===== src/rtl/hazard_ctrl_mc.sv =====
// Hazard and forwarding controller for the five-stage core: forwarding selects,
// load-use and multi-cycle Execute stalls, branch flushes, saturating perf counters.
module hazard_ctrl_mc #(
  parameter int AW         = 4,
  parameter int MUL_CYCLES = 3,
  parameter int CNT_W      = 16
) (
  input  logic             clk,
  input  logic             reset,
  input  logic [AW-1:0]    RA1D,
  input  logic [AW-1:0]    RA2D,
  input  logic             UseRA1D,
  input  logic             UseRA2D,
  input  logic [AW-1:0]    RA1E,
  input  logic [AW-1:0]    RA2E,
  input  logic [AW-1:0]    WA3E,
  input  logic             RegWriteE,
  input  logic             MemtoRegE,
  input  logic             MultiE,
  input  logic             BranchTakenE,
  input  logic [AW-1:0]    WA3M,
  input  logic             RegWriteM,
  input  logic [AW-1:0]    WA3W,
  input  logic             RegWriteW,
  input  logic             ClearCnt,
  output logic [1:0]       ForwardAE,
  output logic [1:0]       ForwardBE,
  output logic             StallF,
  output logic             StallD,
  output logic             StallE,
  output logic             FlushD,
  output logic             FlushE,
  output logic             BubbleM,
  output logic             MulBusy,
  output logic [CNT_W-1:0] StallCnt,
  output logic [CNT_W-1:0] FlushCnt
);

  typedef enum logic {IDLE, BUSY} mulState_t;

  localparam logic [AW-1:0] PC_REG = '1;
  localparam int CW = 5;
  localparam logic [CW-1:0] CNT_LOAD = (MUL_CYCLES > 1) ? CW'(MUL_CYCLES - 2) : '0;
  localparam bit MUL_MULTI = (MUL_CYCLES > 1);

  mulState_t       state_q, state_d;
  logic [CW-1:0]   cnt_q, cnt_d;
  logic [CNT_W-1:0] stallCnt_q, stallCnt_d;
  logic [CNT_W-1:0] flushCnt_q, flushCnt_d;
  logic            mulStall;
  logic            ldStall;

  // The PC register is never forwarded; M results take priority over W.
  always_comb begin
    ForwardAE = 2'b00;
    ForwardBE = 2'b00;
    if (!reset) begin
      if (RegWriteM && (RA1E == WA3M) && (RA1E != PC_REG))
        ForwardAE = 2'b10;
      else if (RegWriteW && (RA1E == WA3W) && (RA1E != PC_REG))
        ForwardAE = 2'b01;
      if (RegWriteM && (RA2E == WA3M) && (RA2E != PC_REG))
        ForwardBE = 2'b10;
      else if (RegWriteW && (RA2E == WA3W) && (RA2E != PC_REG))
        ForwardBE = 2'b01;
    end
  end

  assign ldStall = MemtoRegE & RegWriteE &
                   ((UseRA1D & (RA1D == WA3E)) | (UseRA2D & (RA2D == WA3E)));

  always_comb begin
    state_d  = state_q;
    cnt_d    = cnt_q;
    mulStall = 1'b0;
    unique case (state_q)
      IDLE: begin
        if (MultiE && MUL_MULTI && !BranchTakenE) begin
          mulStall = 1'b1;
          state_d  = BUSY;
          cnt_d    = CNT_LOAD;
        end
      end
      BUSY: begin
        // The final BUSY cycle releases the pipe; the op leaves Execute at its edge.
        if (cnt_q != '0) begin
          mulStall = 1'b1;
          cnt_d    = cnt_q - 1'b1;
        end else begin
          state_d = IDLE;
        end
      end
      default: begin
        state_d = IDLE;
        cnt_d   = '0;
      end
    endcase
  end

  always_ff @(posedge clk) begin
    if (reset) begin
      state_q <= IDLE;
      cnt_q   <= '0;
    end else begin
      state_q <= state_d;
      cnt_q   <= cnt_d;
    end
  end

  assign MulBusy = (state_q == BUSY);

  always_comb begin
    StallF  = 1'b0;
    StallD  = 1'b0;
    StallE  = 1'b0;
    FlushD  = 1'b0;
    FlushE  = 1'b0;
    BubbleM = 1'b0;
    if (reset) begin
      FlushD  = 1'b1;
      FlushE  = 1'b1;
      BubbleM = 1'b1;
    end else if (mulStall) begin
      StallF  = 1'b1;
      StallD  = 1'b1;
      StallE  = 1'b1;
      BubbleM = 1'b1;
    end else if (BranchTakenE) begin
      FlushD = 1'b1;
      FlushE = 1'b1;
    end else if (ldStall) begin
      StallF = 1'b1;
      StallD = 1'b1;
      FlushE = 1'b1;
    end
  end

  // Counters saturate at all-ones; a clear wins over a same-cycle increment.
  always_comb begin
    stallCnt_d = stallCnt_q;
    flushCnt_d = flushCnt_q;
    if (reset || ClearCnt) begin
      stallCnt_d = '0;
      flushCnt_d = '0;
    end else begin
      if (StallD && (stallCnt_q != '1))
        stallCnt_d = stallCnt_q + 1'b1;
      if (FlushE && (flushCnt_q != '1))
        flushCnt_d = flushCnt_q + 1'b1;
    end
  end

  always_ff @(posedge clk) begin
    stallCnt_q <= stallCnt_d;
    flushCnt_q <= flushCnt_d;
  end

  assign StallCnt = stallCnt_q;
  assign FlushCnt = flushCnt_q;

endmodule


===== config.mk =====
export PLATFORM = sky130hd
export DESIGN_NAME = hazard_ctrl_mc
export DESIGN_NICKNAME = d
export VERILOG_FILES = /design/src/rtl/hazard_ctrl_mc.sv
export SDC_FILE = /design/constraint.sdc
export NUM_CORES = 1
export LEC_CHECK = 0
export BUFFER_PORTS_ARGS = -buffer_cell sky130_fd_sc_hd__clkbuf_2
export CAP_MARGIN = 20
export CORE_ASPECT_RATIO = 1.1
export CORE_MARGIN = 3
export CORE_UTILIZATION = 40
export DETAILED_ROUTE_END_ITERATION = 7
export GPL_TIMING_DRIVEN = 1
export PLACE_DENSITY_LB_ADDON = 0.12
export SLEW_MARGIN = 20
export SYNTH_ARGS = -nofsm -noshare
export SYNTH_HDL_FRONTEND = slang
export SYNTH_SLANG_ARGS = --single-unit
export TNS_END_PERCENT = 20

===== constraint.sdc =====
create_clock -name clk -period 3.3 [get_ports clk]
set_input_delay 0.66 -clock clk [delete_from_list [all_inputs] [get_ports clk]]
set_output_delay 0.66 -clock clk [all_outputs]
set_load 0.005 [all_outputs]

==> flow_summary.json <==
{
  "syn-num-nets": 358,
  "async_flop_share": 0,
  "hold_viol_final": 0,
  "worstMarginPinSlew_ps": 713,
  "io_buffer_count": 81,
  "postSynthAreaPerCell_sq_um": 7.87,
  "antenna_cells": 0,
  "required_ps": 2640,
  "die_x_um": 81.1,
  "cts_made_buffers": 5,
  "utilization": 0.523,
  "drtIter0Drc": 84,
  "p_leak_nw": 1.32,
  "ctsResizeCount": 0,
  "grt-ovfl-total": 0,
  "die_area_sq_um": 7180,
  "final_layout_size_suffix_gt1_frac": 0.266,
  "synth_seq_area_share": 0.307,
  "grt_max_degree": 21,
  "grt_pass1_wl_um": 11200,
  "grt_pass1_vias": 2491,
  "startpoint_type": "register",
  "synth_warnings": 0,
  "crit_fanout": 10,
  "multi_input_area_sq_um": 1630,
  "initial_core_util": 0.422,
  "antenna_found_initial": 0,
  "avgViaCountPerCell": 5.48,
  "die-height_um": 88.6,
  "wirelength_um": 6570,
  "register_area_sq_um": 761,
  "dr.pass1.iters": 4,
  "place_congestion": 0.813,
  "drv_cap": 0,
  "p_per_area_nw_per_um2": 331,
  "cts_root_buffer": "clkbuf_8",
  "synth_top_cell_by_area": "dfxtp_1",
  "switching_power_w": 0.000252,
  "fp.coreArea_sq_um": 5880,
  "cts.sinks": 38,
  "area_delta_synth_final_pct": 24.1,
  "routedWlPerCell_um": 14.0,
  "postRouteAntennaNets": 0,
  "fin_skew_ps": 7.22,
  "fmax_mhz": 349,
  "syn-cell-area_sq_um": 2480,
  "clock_path_buffers": 2,
  "layout.nets": 437,
  "cp_top_family": "buffers and inverters",
  "worst-path-buf-inv": 4,
  "tritoncts": "built",
  "min_period_ps": 2870,
  "num-fill-cells": 595,
  "worst_ir_drop_vdd_v": 0.000180,
  "htree_levels": 2,
  "combPwrFrac": 0.140,
  "critPathKind": "register to output port",
  "max_stage_delay_ps": 340,
  "num_rows": 29,
  "finalMaxSlewViolations": 0,
  "clk_pin_slew_ps": 70,
  "postSynthCellCount": 315,
  "synth_top_area_share": 0.307,
  "p_sw_frac": 0.247,
  "synth_edf_count": 0,
  "grt_usage": 0.195,
  "synth_cell_types": 46,
  "outcome": "complete, no violations",
  "hold_class": "register to register",
  "finalCritPeriodShare": 0.869,
  "ys_top_cells_by_area": "dfxtp_1, xor2_1, or3_1",
  "insertion_delay_ps": 290,
  "cts_setup_buffers": 0,
  "num_vias": 2583,
  "io_pins": 82,
  "cp-end-kind": "output port",
  "p_clk_frac": 0.400,
  "path_common_cell": "inv_1",
  "dp.final_hpwl_um": 5040,
  "fin_tns_setup_ps": 0,
  "yosys_register_bits": 38,
  "setup_viol": 0,
  "critical-path-slowest-cell": "dfxtp_1",
  "crit_chain": "inv_1 > ha_1 > nor4b_2 > or2b_1 > a21oi_1 > inv_1 > buf_4 > clkbuf_2",
  "synth_flop_cell": "dfxtp_1",
  "power_frac_seq": 0.461,
  "intPower_w": 0.000765,
  "rsz0062_at_grt": "no",
  "worstPathArrival_ps": 2210,
  "relSlewSlack": 0.525,
  "drc": 0,
  "cts_hold_buf": 0
}
-- Yosys cell counts, types with 2 or more instances --
library cell / n
dfxtp_1: 38
nand2_1: 27
nand3_1: 23
a21oi_1: 22
or3_1: 20
o21ai_0: 18
nor2_1: 17
xor2_1: 16
mux2i_1: 12
and3_1: 10
clkbuf_1: 10
nand4_1: 10
inv_1: 8
nor3_1: 8
o211ai_1: 8
or4_1: 6
xnor2_1: 6
and4_1: 5
ha_1: 4
o2111ai_1: 4
o211a_1: 4
o31ai_1: 4
and2_1: 3
nor4_1: 3
a2111o_1: 2
a31oi_1: 2
buf_1: 2
buf_2: 2
nor2b_1: 2
or2_2: 2
or3_2: 2
-- layer usage --
| metal | routed length (um) | vias to the layer above | track usage |
|---|---|---|---|
| li1 | - | 1334 | - |
| met1 | 2910 | 1185 | 0.236 |
| met2 | 3290 | 58 | 0.348 |
| met3 | 309 | 6 | 0.0326 |
| met4 | 63 | 0 | 0.0661 |
| met5 | 0 | - | 0 |
-- power groups by stage --
stage,Combinational [W],Clock [W],Sequential (W)
2_1_floorplan,0.0000818,0,0.000478
5_1_grt,0.000160,0.000437,0.000470
3_3_place_gp,0.000141,0,0.000479
6_report,0.000142,0.000406,0.000469
4_1_cts,0.000143,0.000417,0.000469
3_5_place_dp,0.000143,0,0.000479
-- path summary, 6_finish.rpt --
path | cells past startpoint | from | endpoint | slack, ps
max | 8 | cnt_q[0] | FlushD | 430
min | 1 | cnt_q[0] | cnt_q[0] | 510
max reg2reg | 8 | cnt_q[0] | StallCnt[2] | 710
min reg2reg | 1 | cnt_q[0] | cnt_q[0] | 510
-- per-stage QoR --
step / instance area, sq um / setup slack [ps] / total power (W) / std cells / hold WS [ps]
finish: 3080 / 431 / 0.00102 / 471 / 507
detailed placement: 2960 / 739 / 0.000622 / 464 / 494
CTS: 3080 / 424 / 0.00103 / 471 / 504
global route: 3080 / 245 / 0.00107 / 471 / 533
global placement: 2960 / 719 / 0.000620 / 464 / 485
floorplan: 2480 / 794 / 0.000560 / 315 / 461
-- worst reg2reg max path, delay by kind of cell (launching register included) --
family                   cells  cell delay, ps
flip-flops                   1             380
AO/OA/AOI/OAI                2             820
buffers and inverters        1              80
AND/OR/NAND/NOR              4            1060
adder cells (fa/ha/maj)      1             190
-- layout by cell type (no fill, tap or decap), types with 4 or more instances in the layout --
cell,netlist,routed
a21oi_1,22,22
and3_1,10,10
and4_1,5,5
buf_4,1,6
clkbuf_2,0,81
clkbuf_8,0,6
dfxtp_1,38,38
ha_1,4,4
inv_1,8,8
mux2i_1,12,12
nand2_1,27,27
nand3_1,23,23
nand4_1,10,10
nor2_1,17,17
nor3_1,8,8
o2111ai_1,4,4
o211a_1,4,4
o211ai_1,8,8
o21ai_0,18,18
o31ai_1,4,4
or3_1,20,20
or4_1,6,6
xnor2_1,6,6
xor2_1,16,16
-- kinds of logic after synthesis --
logic type	synth area share
adders and majority gates	0.0202
buffers and inverters	0.0374
DFF	0.307
muxes	0.0485
and+or+nand+nor	0.329
AOI/OAI and AO/OA	0.180
xor gates and xnor gates	0.0777
-- flip-flops by register name (all words and copies together) (netlist names) --
| signal | count |
|---|---|
| MulBusy | 1 |
| cnt_q | 5 |
| StallCnt | 16 |
| FlushCnt | 16 |
-- cell type report --
| cell class | instances | area share |
|---|---|---|
| sequential | 38 | 0.247 |
| inverter | 8 | 0.00976 |
| timing repair buffer | 87 | 0.146 |
| clock inverter | 1 | 0.00976 |
| tap | 77 | 0.0313 |
| multi-input combinational | 254 | 0.528 |
| clock buffer | 6 | 0.0269 |
No activity file was read; power rests on OpenSTA's default activity.
